## src/rtl/bus_split_arbiter.sv

```systemverilog
// Round-robin bus arbiter with split-transaction parking and a per-tenure watchdog.
// One initiator owns the bus at a time; a split-parked initiator is resumed when its target calls back.
module bus_split_arbiter #(
  parameter int N_INIT         = 2,
  parameter int TIMEOUT_CYCLES = 256
) (
  input  logic                      clk,
  input  logic                      rst_n,
  input  logic [N_INIT-1:0]         req_i,
  input  logic                      bus_ack_i,
  input  logic                      bus_split_ack_i,
  input  logic                      split_req_i,
  output logic [N_INIT-1:0]         grant_o,
  output logic                      split_grant_o,
  output logic [$clog2(N_INIT)-1:0] owner_id_o,
  output logic                      bus_busy_o,
  output logic                      timeout_pulse_o
);

  localparam int IW = $clog2(N_INIT);
  localparam int TW = (TIMEOUT_CYCLES > 0) ? $clog2(TIMEOUT_CYCLES + 1) : 1;
  localparam logic [TW-1:0] TMAX = TW'(TIMEOUT_CYCLES - 1);

  typedef enum logic [1:0] {
    IDLE   = 2'd0,
    BUSY   = 2'd1,
    RESUME = 2'd2
  } state_t;

  state_t              state_q;
  logic [N_INIT-1:0]   grant_q;
  logic                split_grant_q;
  logic [IW-1:0]       owner_q;
  logic                busy_q;
  logic                timeout_q;
  logic [IW-1:0]       rr_ptr_q;
  logic                split_pending_q;
  logic [IW-1:0]       split_owner_q;
  logic [TW-1:0]       timer_q;

  logic [N_INIT-1:0]   park_mask;
  logic [N_INIT-1:0]   eligible;
  logic [2*N_INIT-1:0] eligible_dbl;
  logic [N_INIT-1:0]   eligible_rot;
  logic                arb_found;
  int                  arb_sum;
  logic [IW-1:0]       arb_win;
  logic [IW-1:0]       rr_ptr_d;
  logic                wd_hit;
  logic                owner_req;

  assign park_mask    = split_pending_q ? (N_INIT'(1) << split_owner_q) : '0;
  assign eligible     = req_i & ~park_mask;
  assign eligible_dbl = {eligible, eligible};
  // Rotate so bit 0 corresponds to the round-robin pointer; first set bit wins.
  assign eligible_rot = N_INIT'(eligible_dbl >> rr_ptr_q);

  always_comb begin
    arb_found = 1'b0;
    arb_sum   = 0;
    for (int k = N_INIT - 1; k >= 0; k--) begin
      if (eligible_rot[k]) begin
        arb_found = 1'b1;
        arb_sum   = k;
      end
    end
    arb_sum = arb_sum + int'(rr_ptr_q);
    if (arb_sum >= N_INIT) arb_sum = arb_sum - N_INIT;
    arb_win = IW'(arb_sum);
  end

  assign rr_ptr_d  = (arb_win == IW'(N_INIT - 1)) ? '0 : arb_win + 1'b1;
  assign wd_hit    = (TIMEOUT_CYCLES != 0) && (timer_q == TMAX);
  assign owner_req = req_i[owner_q];

  always_ff @(posedge clk) begin
    if (!rst_n) begin
      state_q         <= IDLE;
      grant_q         <= '0;
      split_grant_q   <= 1'b0;
      owner_q         <= '0;
      busy_q          <= 1'b0;
      timeout_q       <= 1'b0;
      rr_ptr_q        <= '0;
      split_pending_q <= 1'b0;
      split_owner_q   <= '0;
      timer_q         <= '0;
    end else begin
      timeout_q <= 1'b0;
      case (state_q)
        IDLE: begin
          timer_q <= '0;
          if (split_pending_q && split_req_i) begin
            state_q       <= RESUME;
            grant_q       <= N_INIT'(1) << split_owner_q;
            split_grant_q <= 1'b1;
            owner_q       <= split_owner_q;
            busy_q        <= 1'b1;
          end else if (arb_found) begin
            state_q  <= BUSY;
            grant_q  <= N_INIT'(1) << arb_win;
            owner_q  <= arb_win;
            rr_ptr_q <= rr_ptr_d;
            busy_q   <= 1'b1;
          end
        end
        BUSY: begin
          if (bus_ack_i || bus_split_ack_i || !owner_req || wd_hit) begin
            state_q       <= IDLE;
            grant_q       <= '0;
            split_grant_q <= 1'b0;
            busy_q        <= 1'b0;
            timer_q       <= '0;
            // Completion beats split when both arrive together.
            if (!bus_ack_i && bus_split_ack_i) begin
              split_pending_q <= 1'b1;
              split_owner_q   <= owner_q;
            end
            if (!bus_ack_i && !bus_split_ack_i && owner_req) timeout_q <= 1'b1;
          end else if (timer_q != '1) begin
            timer_q <= timer_q + 1'b1;
          end
        end
        RESUME: begin
          if (bus_ack_i || wd_hit) begin
            state_q         <= IDLE;
            grant_q         <= '0;
            split_grant_q   <= 1'b0;
            busy_q          <= 1'b0;
            timer_q         <= '0;
            split_pending_q <= 1'b0;
            if (!bus_ack_i) timeout_q <= 1'b1;
          end else if (timer_q != '1) begin
            timer_q <= timer_q + 1'b1;
          end
        end
        default: begin
          state_q       <= IDLE;
          grant_q       <= '0;
          split_grant_q <= 1'b0;
          busy_q        <= 1'b0;
          timer_q       <= '0;
        end
      endcase
    end
  end

  assign grant_o         = grant_q;
  assign split_grant_o   = split_grant_q;
  assign owner_id_o      = owner_q;
  assign bus_busy_o      = busy_q;
  assign timeout_pulse_o = timeout_q;

endmodule

```

## config.mk

```make
export PLATFORM = sky130hd
export DESIGN_NAME = bus_split_arbiter
export DESIGN_NICKNAME = d
export VERILOG_FILES = /design/src/rtl/bus_split_arbiter.sv
export SDC_FILE = /design/constraint.sdc
export NUM_CORES = 1
export LEC_CHECK = 0
export ABC_AREA = 1
export BUFFER_PORTS_ARGS = -buffer_cell sky130_fd_sc_hd__buf_2
export CAP_MARGIN = 20
export CORE_MARGIN = 5
export CORE_UTILIZATION = 63
export CTS_BUF_LIST = sky130_fd_sc_hd__clkbuf_8
export CTS_CLUSTER_SIZE = 28
export DETAILED_ROUTE_END_ITERATION = 16
export GPL_TIMING_DRIVEN = 0
export PLACE_DENSITY = 0.95
export SLEW_MARGIN = 20
export SYNTH_ARGS = -nofsm -noshare
export SYNTH_HDL_FRONTEND = slang
export SYNTH_SLANG_ARGS = --single-unit
```

## constraint.sdc

```tcl
create_clock -name clk -period 4 [get_ports clk]
set_input_delay 0.4 -clock clk [delete_from_list [all_inputs] [get_ports clk]]
set_output_delay 0.4 -clock clk [all_outputs]
set_load 0.005 [all_outputs]
```

# Word level (Yosys, flattened, before mapping)
# Index checks and enable logic that the tools add are counted.
[totals]
ff_bits = 20
in_bits = 7
out_inout_bits = 6
wordCells = 89
[op_classes]
add_sub_neg = 4
magnitude_cmp = 2
eq_ne = 9
shift = 3
mux = 38
n_bitwise = 3
reduce_logical = 20
[op_table]
columns = ["op", "n"]
rows = [
  ["2-to-1 mux 9 bit", 3],
  ["2-to-1 mux 1 bit", 21],
  ["case mux 9 bit (2 select lines)", 1],
  ["2-to-1 mux 2 bit", 7],
  ["case mux 2 bit (3 select lines)", 2],
  ["AND reduction 3 bit", 4],
  ["adder 9 x 1 -> 9 bit (second input constant)", 1],
  ["equality test 9 x 8 -> 1 bit (second input constant)", 1],
  ["inequality test 9 bit (second input constant)", 1],
  ["inequality test 2 bit (second input constant)", 4],
  ["case mux 1 bit (3 select lines)", 2],
  ["logical AND 1 bit", 4],
  ["logical OR 1 bit", 4],
  ["case mux 1 bit (2 select lines)", 2],
  ["AND reduction 4 bit", 1],
  ["nonzero test 2 bit", 2],
  ["<< shifter 1 x 1 -> 2 bit (first input constant)", 2],
  [">> shifter 4 x 1 -> 2 bit", 1],
  ["zero test 1 bit", 3],
  ["inequality test 3 bit (second input constant)", 1],
  ["adder 1 x 1 -> 2 bit", 1],
  ["bitwise AND 2 bit", 1],
  ["equality test 2 x 1 -> 1 bit (second input constant)", 1],
  ["equality test 2 bit (second input constant)", 1],
  ["other kinds (8)", 8],
]

# Logic depth before layout (Yosys ltp)
# Gate-level depths: netlist (run 1).
[depth]
ltp_word = 14
ltp_mapped = 11
mapped_depth_nobuf = 10

# Worst setup path after synthesis (run 1)
# Ideal clock, no wire load.
[synth_timing]
path_type = "register to register"
from = "register timer_q[0]"
to = "register grant_q[0] (netlist: grant_o[0])"
setup_ps = 120
arrival_time_ps = 1246
t_required_ps = 3880
slack_ps = 2634
path_stages_with_launch = 12
path_buffers = 1
synth_period_minus_slack_ps = 1366
cell_sequence = "dfxtp_1 -> ha_1 -> inv_1 -> nor2_4 -> nand2_4 -> inv_4 -> nand2_4 -> nand2_4 -> buf_12 -> nand2_2 -> nand2_1 -> a21oi_1"
[synth_between]
elab_chain_len = 4
elab_cells_between_ends = 6
classes_between = "eq/ne: 3; reduce/logical: 3"
[synth_lines]
columns = ["element", "line_no", "source"]
rows = [
  ["from (decl)", "39", "logic [TW-1:0] timer_q;"],
  ["from (signal assigned)", "121", "timer_q <= timer_q + 1'b1;"],
  ["from (signal assigned)", "134", "timer_q <= timer_q + 1'b1;"],
  ["equality test 9 x 8 -> 1 bit (*)", "73", "assign wd_hit = (TIMEOUT_CYCLES != 0) && (timer_q == TMAX);"],
  ["logical OR 1 bit, on equally long branches", "125, 108", ""],
  ["inequality test 2 bit (no source line)", "-", ""],
  ["AND reduction 3 bit (no source line) (*)", "-", ""],
  ["to (signal assigned)", "95", "grant_q <= N_INIT'(1) << split_owner_q;"],
  ["to (signal assigned)", "101", "grant_q <= N_INIT'(1) << arb_win;"],
  ["to (decl)", "31", "logic [N_INIT-1:0] grant_q;"],
]
# Mark *: on every way between the ends. The rest lies on a longest branch, timed or not.
# A chain may end at the register's enable or synchronous reset.

# Final worst setup path (run 1)
[layout_timing]
from = "register timer_q[0]"
to = "register timer_q[4]"
[layout_between]
elab_chain_len = 4
elab_cells_between_ends = 9
classes_between = "add/sub: 1; eq/ne: 2; mux: 4; reduce/logical: 2"
[layout_lines]
columns = ["element", "line_no", "source"]
rows = [
  ["adder 9 x 1 -> 9 bit, or another cell as far along", "121, 134", ""],
  ["2-to-1 mux 9 bit, or another cell as far along", "120, 133", ""],
  ["2-to-1 mux 9 bit, on equally long branches", "125, 108", ""],
  ["case mux 9 bit (2 select lines) (*)", "90", "case (state_q)"],
]
# Marked as above.

==> results of run 1 <==
## metrics by stage
step,cell area [µm²],hold WS [ns]
final,1180,0.420
after global routing,1180,0.433
after CTS,1180,0.417
after detailed placement,1130,0.454
after global placement,1130,0.446
after floorplan,1050,0.455
## metal layers
layer  vias up  global-route usage  routed length, µm
li1        489                   -                  -
met1       444               0.199                895
met2        30               0.310               1080
met3        15              0.0494                156
met4         0               0.140                121
met5         -                   0                  0
## sequential cells by signal, summed over array words and instances (netlist names)
register	flops
bus_busy_o	1
grant_o	2
owner_id_o	1
rr_ptr_q	1
split_grant_o	1
split_owner_q	1
split_pending_q	1
state_q	2
timeout_pulse_o	1
timer_q	9
## synth_stat cells
master    n  area, µm²
nand2_1  34        128
dfxtp_1  20        400
inv_1    19       71.3
a21oi_1  17       85.1
nor2_1   11       41.3
nand3_1   7       35.0
o21ai_0   5       25.0
ha_1      4       50.1
nand2_2   3       18.8
nand2_4   3       33.8
nand3_2   3       30.0
nand4_1   3       18.8
xnor2_1   3       26.3
nor2_4    2       22.5
nor3_1    2       10.0
o211a_1   2       20.0
buf_12    1       20.0
inv_4     1       6.26
nor3b_1   1       7.51
## final cells by class
class	count	area, µm²	share of cell area
Timing Repair Buffer	12	60.1	0.0507
Inverter	20	77.6	0.0655
Clock buffer	4	55.1	0.0465
Multi-Input combinational cell	100	552	0.466
Buffer	1	20.0	0.0169
Tap cell	16	20.0	0.0169
Sequential cell	20	400	0.338
## logic make-up (layout without fill, tap and decap cells)
logic type               Yosys count  count (layout)  share of synthesized area
flip-flops                        20              20                      0.381
adder cells (fa/ha/maj)            4               4                     0.0477
AND/OR/NAND/NOR                   69              69                      0.329
buffers and inverters             21              37                     0.0930
AO/OA/AOI/OAI                     24              24                      0.124
XOR/XNOR                           3               3                     0.0250
## report_power, final
group	leakage [nW]	total [mW]	switching, mW	internal [mW]
Sequential	0.163	0.214	0.00656	0.208
Clock	0.0288	0.154	0.0667	0.0876
Combinational	0.377	0.0585	0.0357	0.0229
Total	0.568	0.427	0.109	0.318
## worst paths after layout
check | cells past startpoint | end | start
setup / recovery | 10 | timer_q[4] | timer_q[0]
hold reg to reg | 2 | bus_busy_o | bus_busy_o
setup reg to reg | 10 | timer_q[4] | timer_q[0]
hold / removal | 3 | split_owner_q | rst_n
## critical path, stage by stage (launching register included)
cell and delay [ns]:
dfxtp_1 0.33, ha_1 0.24, inv_1 0.12, nor2_4 0.06, nand2_4 0.09, inv_4 0.04, nand2_4 0.06, nand2_4 0.06
nor2_1 0.20, inv_1 0.17, a21oi_1 0.18
==> flow_summary.toml, run 1 <==
[run_status]
status = "finished, final reports clean"

[cts]
cts_buffer_depth = 2
h-tree-depth = 1
cts_tree = "done"
clkTransAtPathRegs_ns = 0.07
cts_setup_buffers = 0
insertion_delay_ns = 0.26
hold_buffers = 0
ctsRootBufferMaster = "clkbuf_8"
cts_resized = 0
cts_buffers = 3
clock_sinks = 20

[floorplanning]
core_area_mm2 = 0.00154
row_count = 14
pin_count = 13
dieArea_mm2 = 0.00258
die_w_um = 50.8
initial_core_util = 0.681
die_y_um = 50.8

[min_path]
hp-class = "in -> reg"

[synthesis]
ys_warn_count = 0
postSynthAreaPerCell_um2 = 7.45
yosysUniqueCellTypes = 19
synthCells = 141
ys_seq_elements = 20
netlist_area_mm2 = 0.00105
ys_seq_area_frac = 0.381
syn_nets = 152

[timing]
hold_viol = 0
rsz0062_at_grt = "no"
fin_crit_sh = 0.403
finalSetupTns_ns = 0
worst_slack_ns = 2.39
maxSlewViolCount = 0
period_minus_slack_ns = 1.61
skew_ns = 0.00137
max_freq_ghz = 0.620
finalSetupViolCount = 0
worstMarginPinSlew_ns = 0.309
maxSlewHeadroom = 0.792

[layout]
syn_to_final_growth_pct = 12.9
nets = 169
stdcell_count = 173
diodes = 0
postLayoutCoreUtil = 0.769
final_common_cell = "nand2_1"
drive_gt1_frac = 0.185
num-fill-cells = 107
mostFrequentLayoutCells = "nand2_1 (34), dfxtp_1 (20), inv_1 (19), a21oi_1 (17), buf_2 (12)"

[setup_path]
worstPathRequired_ns = 4.18
startpoint_type = "flip-flop"
crit_arrival_ns = 1.80
critPathMaxFanout = 6
cp-end-kind = "flip-flop"
path_class = "reg -> reg"
r2r_setup_slack_ns = 2.39

[placed_design]
portBuffers = 12
hpwl_um = 1700
dp_slack_ns = 2.37
placedCellCount = 169
gp_congestion = 0.790

[global_route]
antenna_found_initial = 0
grt_max_degree = 12
grt_util_all_layers = 0.186
grt_pass1_vias = 907
grt_pass1_wl_um = 3730
grt_overflow = 0

[power]
ir_drop_v = 0.000302
p_per_area_mw_per_mm2 = 361
power_leakage_nw = 0.568
power.total_uw = 427

[routing]
drc = 0
ant_nets = 0
wl_per_cell_um = 13.0
firstDrtPassIters = 4
via_per_inst = 5.65
vias = 978
drt-initial-drc-count = 26
wirelength_um = 2250

[job]
cap_violations = 0
Power figures use the tool's default switching activity.
==> inputs of run 2 (changes only) <==
Settings changed: ABC_AREA 1 to 0, CORE_UTILIZATION 63 to 54, PLACE_DENSITY 0.95 to 0.88.
Clock period 4 ns to 1.4 ns, I/O delays scaled along.
==> run 2 against run 1 <==
The flow now finishes with violations (negative setup slack). Clock power grew to 2.9 times the previous value. Cell area up 30%. Clock-buffer cell count unchanged. Via count rose by 23%. Largest cell class unchanged. Global-route usage grew 2.1 points. Utilization increased by 0.66 points.
==> flow_summary.toml, run 2 <==
[run_status]
status = "finished, violations left"
violations = "negative setup slack"

[synthesis]
async_flop_share = 0
synth_xor_area_frac = 0.0154
ys_seq_area_frac = 0.352
synthAdderAreaFrac = 0.0440
synth-main-ff-cell = "dfxtp_1"
synth_top_cells_by_count = "dfxtp_1 (20), nor2_1 (10), a21oi_1 (9)"
yosys-top-cells-area = "dfxtp_1 (35%), ha_1 (4.4%), a21oi_1 (4.0%), a211oi_2 (3.3%), and3_1 (3.3%)"
postSynthAreaPerCell_um2 = 8.96
synth_edf_count = 0
yosysUniqueCellTypes = 43
syn_nets = 138
synthSimpleGateAreaFrac = 0.241
ys_warn_count = 0
synth_top_cell_area_share = 0.352
synth_compound_area_frac = 0.262
synth_top_area_cell = "dfxtp_1"
synth.area.mux_share = 0.0396
synthCells = 127
synth_top_family_by_area = "compound AO/OA/AOI/OAI gates"
synth.most_common_cell = "dfxtp_1"
ys_seq_elements = 20
netlist_area_mm2 = 0.00114

[routing]
via_per_inst = 6.70
drt-initial-drc-count = 101
vias = 1200
wirelength_um = 3650
ant_nets = 0
drc = 0
wl_per_cell_um = 20.4
firstDrtPassIters = 4

[timing]
max_freq_ghz = 0.584
period_minus_slack_ns = 1.71
maxSlewHeadroom = 0.698
hold_viol = 0
skew_ns = 0.00585
worst_slack_ns = -0.312
finalSetupViolCount = 16
finalSetupTns_ns = -2.93
fin_crit_sh = 1.22
maxSlewViolCount = 0
worstMarginPinSlew_ns = 0.453
rsz0062_at_grt = "yes"

[floorplanning]
dieArea_mm2 = 0.00312
die_y_um = 55.9
core_area_mm2 = 0.00198
pin_count = 13
initial_core_util = 0.574
die_w_um = 55.9
row_count = 16

[placed_design]
gp_congestion = 0.867
portBuffers = 12
dpl_cell_area_mm2 = 0.00132
hpwl_um = 1940
placedCellCount = 166

[layout]
postLayoutCoreUtil = 0.775
postLayoutCellArea_mm2 = 0.00154
diodes = 0
largest_reg_flops = 9
nets = 164
stdcell_count = 179
num-fill-cells = 115
regMostFlops = "timer_q"
drive_gt1_frac = 0.441
final_common_cell = "buf_2"
syn_to_final_growth_pct = 35.1
mostFrequentLayoutCells = "buf_2 (13), dfxtp_1 (12), nor2_1 (10), buf_4 (8)"

[cts]
h-tree-depth = 1
ctsRootBufferMaster = "clkbuf_8"
cts_buffers = 3
clkTransAtPathRegs_ns = 0.08
clock_sinks = 20
insertion_delay_ns = 0.26
cts_buffer_depth = 2
cts_tree = "done"

[setup_path]
path_buf_inv = 2
startpoint_type = "flip-flop"
crit_slowest_cell = "or4_4"
worstPathCellList = "inv_2 > ha_4 > nand2_2 > or4_4 > buf_12 > a211oi_2"
crit_start = "state_q[1]"
crit_arrival_ns = 1.89
worstReg2RegStart = "state_q[1]"
critPathTopFamily = "simple AND/OR/NAND/NOR gates"
critPathMaxFanout = 7
cp-end-kind = "flip-flop"
slowest_delay_ns = 0.52
path_class = "reg -> reg"
worstPathRequired_ns = 1.58

[global_route]
grt_max_degree = 12
grt_pass1_wl_um = 5240
grt_pass1_vias = 1087
antenna_found_initial = 0
grt_overflow = 0
grt_util_all_layers = 0.207

[power]
ir_drop_v = 0.000873
p_per_area_mw_per_mm2 = 869
power.total_mw = 1.33
power_leakage_nw = 0.569

[job]
cap_violations = 0

[min_path]
hp-class = "in -> reg"
hp-start = "bus_ack_i"
## run 2: cell types whose count changed in the layout (fill, tap and decap cells not counted), sizes merged, moves of 4 or more
cell    change
nand2      -35
inv        -12
buf        +11
a21oi       -8
a31oi       +6
and3        +6
a211oi      +4
## run 2: layer usage
| metal | part of all wire | track usage |
|---|---|---|
| met1 | 0.40 | 0.277 |
| met2 | 0.46 | 0.331 |
| met3 | 0.095 | 0.0348 |
| met4 | 0.042 | 0.0814 |
| met5 | 0 | 0 |
## run 2: cell families (layout without fill, tap and decap cells)
kind of cell | Yosys count | after routing
simple gates | 47 | 47
compound gates | 38 | 38
flops | 20 | 20
buf+inv | 12 | 37
fa+ha+maj | 4 | 4
mux | 4 | 4
xor+xnor | 2 | 2
## run 2: timing repair
item | in CTS | in global routing
resized for setup | 10 | 12
hold buffers | 0 | 0
buffers inserted | 8 | 3
setup endpoints to repair | 16 | 18
cloned | 0 | 0
pin swaps | 3 | 2
## run 2: cell type report
cell class                      count  area [µm²]  share of cell area
Tap cell                           27        33.8              0.0220
Sequential cell                    20         418               0.272
Buffer                              2        8.76             0.00570
Multi-Input combinational cell     95         828               0.539
Clock buffer                        4        55.1              0.0358
Timing Repair Buffer               23         163               0.106
Inverter                            8        30.0              0.0195
## run 2: path summary, 6_finish.rpt
check | end | slack [ns] | cells past startpoint
worst max register to register | timer_q[2] | -0.31 | 6
worst min-delay path | timer_q[8] | 0.17 | 2
worst max-delay path | timer_q[2] | -0.31 | 6
worst min register to register | timer_q[4] | 0.50 | 1
## run 2: worst reg2reg max path, delay by kind of cell, from the launching register on
kind | cells | cell delay [ns]
AO/OA/AOI/OAI | 1 | 0.16
adder cells (fa/ha/maj) | 1 | 0.28
buffers and inverters | 2 | 0.24
flip-flops | 1 | 0.37
AND/OR/NAND/NOR | 2 | 0.58
## run 2: report_power, final
| part | switching [mW] | internal, mW |
|---|---|---|
| combinational | 0.159 | 0.121 |
| sequential | 0.0176 | 0.589 |
| clock | 0.198 | 0.251 |
## run 2: metrics by stage
step           setup slack (ns)  hold WS [ns]
3_3_place_gp             -0.212         0.413
5_1_grt                  -0.360         0.177
2_1_floorplan           -0.0996         0.217
6_report                 -0.312         0.173
4_1_cts                  -0.176         0.160
3_5_place_dp             -0.261         0.434
==> inputs of run 3 (changes only) <==
Settings changed: CORE_UTILIZATION 54 to 59, PLACE_DENSITY 0.88 to default, PLACE_DENSITY_LB_ADDON from default to 0.1, TNS_END_PERCENT from default to 50.
Clock period 1.4 ns to 1.9 ns, I/O delays scaled along.
==> run 3 against run 2 <==
The run now ends clean. Non-clock buffer count fell by 9. Register-to-register slack better by 0.49 ns. Final cell count is 6.7% lower. Critical endpoint is now state_q[1]. Largest cell class unchanged. Largest power group unchanged.
==> flow_summary.toml, run 3 (synthesis gave the netlist of run 2 again) <==
[run_status]
status = "finished, final reports clean"

[layout]
largest_reg_flops = 9
drive_gt1_frac = 0.218
regArea_um2 = 400
nets = 155
diodes = 0
num-fill-cells = 140
final_common_cell = "dfxtp_1"
regMostFlops = "timer_q"
syn_to_final_growth_pct = 13.9
mostFrequentLayoutCells = "dfxtp_1 (20), buf_2 (12), nor2_1 (10), a21oi_1 (9), inv_1 (8)"
multi_input_area_um2 = 709

[setup_path]
worstPathCellList = "ha_1 > and3_1 > a31oi_2 > a211oi_1 > a311o_1"
cp-end-kind = "flip-flop"
path_depth = 5
crit_slowest_cell = "dfxtp_1"
worstPathRequired_ns = 2.04
path_class = "reg -> reg"
startpoint_type = "flip-flop"
slowest_delay_ns = 0.33
r2r_cells = 5
crit_arrival_ns = 1.86
critPathTopFamily = "compound AO/OA/AOI/OAI gates"
critPathMaxFanout = 5
path_buf_inv = 0

[floorplanning]
die_w_um = 53.9
pin_count = 13
initial_core_util = 0.638
core_area_mm2 = 0.00178
row_count = 15
dieArea_mm2 = 0.00291
die_y_um = 53.9

[timing]
max_freq_ghz = 0.582
maxSlewHeadroom = 0.726
fin_crit_sh = 0.904
rsz0062_at_grt = "no"
worstMarginPinSlew_ns = 0.411
period_minus_slack_ns = 1.72
hold_viol = 0
holdWs_ns = 0.191
skew_ns = 0.00477
maxSlewViolCount = 0
finalSetupViolCount = 0

[cts]
h-tree-depth = 1
cts_buffer_depth = 2
cts_setup_buffers = 0
cts_tree = "done"
clock_sinks = 20
ctsRootBufferMaster = "clkbuf_8"
cts_buffers = 3
hold_buffers = 0
insertion_delay_ns = 0.26
clkTransAtPathRegs_ns = 0.07

[power]
power.total_uw = 859
p_per_area_mw_per_mm2 = 663
ir_drop_v = 0.000562
power_leakage_nw = 0.492

[global_route]
grt_overflow = 0
grt_pass1_wl_um = 4210
antenna_found_initial = 0
grt_max_degree = 11
grt_util_all_layers = 0.197
grt_pass1_vias = 981

[routing]
firstDrtPassIters = 5
wl_per_cell_um = 14.8
vias = 1045
ant_nets = 0
via_per_inst = 6.26
drc = 0
drt-initial-drc-count = 41
wirelength_um = 2480

[placed_design]
portBuffers = 12
hpwl_um = 1850
gp_congestion = 0.925

[min_path]
hold_path_depth = 2
hp-class = "in -> reg"

[job]
cap_violations = 0
run 3: changes by cell type in the layout (fill, tap and decap cells not counted), sizes merged:
cell,previous run,this run
buf,24,13
clkbuf,5,6
run 3: per-layer routing:
| layer | vias up | global-route usage | part of all wire |
|---|---|---|---|
| li1 | 516 | - | - |
| met3 | 2 | 0.0499 | 0.052 |
| met2 | 28 | 0.302 | 0.45 |
| met4 | 0 | 0.0511 | 0.0032 |
| met5 | - | 0 | 0 |
| met1 | 499 | 0.271 | 0.49 |
run 3: repair_timing:
| action | 4_1_cts | 5_1_grt |
|---|---|---|
| setup endpoints to repair | 4 | 2 |
| endpoints found under the hold margin | 0 | 0 |
| gates resized for setup | 1 | 3 |
run 3: worst paths after layout:
path / startpoint / end / slack [ns]
max: timer_q[0] / state_q[1] / 0.18
min: bus_ack_i / timer_q[8] / 0.19
max reg2reg: timer_q[0] / state_q[1] / 0.18
min reg2reg: grant_o[0] / grant_o[0] / 0.50
run 3: power by group:
group,leakage [nW],switching [mW],internal [mW]
sequential,0.162,0.0137,0.436
clock,0.0216,0.128,0.141
combinational,0.308,0.0820,0.0580
total,0.492,0.224,0.635
run 3: metrics by stage:
stage	setup WS, ns	std cells	util	instance area, µm²	TNS [ns]
2_1_floorplan	0.287	127	-	1140	0
3_3_place_gp	-0.0529	164	0.689	1230	-0.0529
5_1_grt	0.0751	167	0.726	1290	0
6_report	0.182	167	0.726	1290	0
4_1_cts	0.0888	167	0.715	1270	0
3_5_place_dp	-0.0691	164	0.689	1230	-0.0775
run 3: layout make-up:
class / instances / share of cell area
flip-flops and latches: 20 / 0.309
inverters: 8 / 0.0232
multi-input cells: 95 / 0.548
repair buffers: 12 / 0.0464
clock buffers: 3 / 0.0319
plain buffers: 4 / 0.0174
well taps: 25 / 0.0242
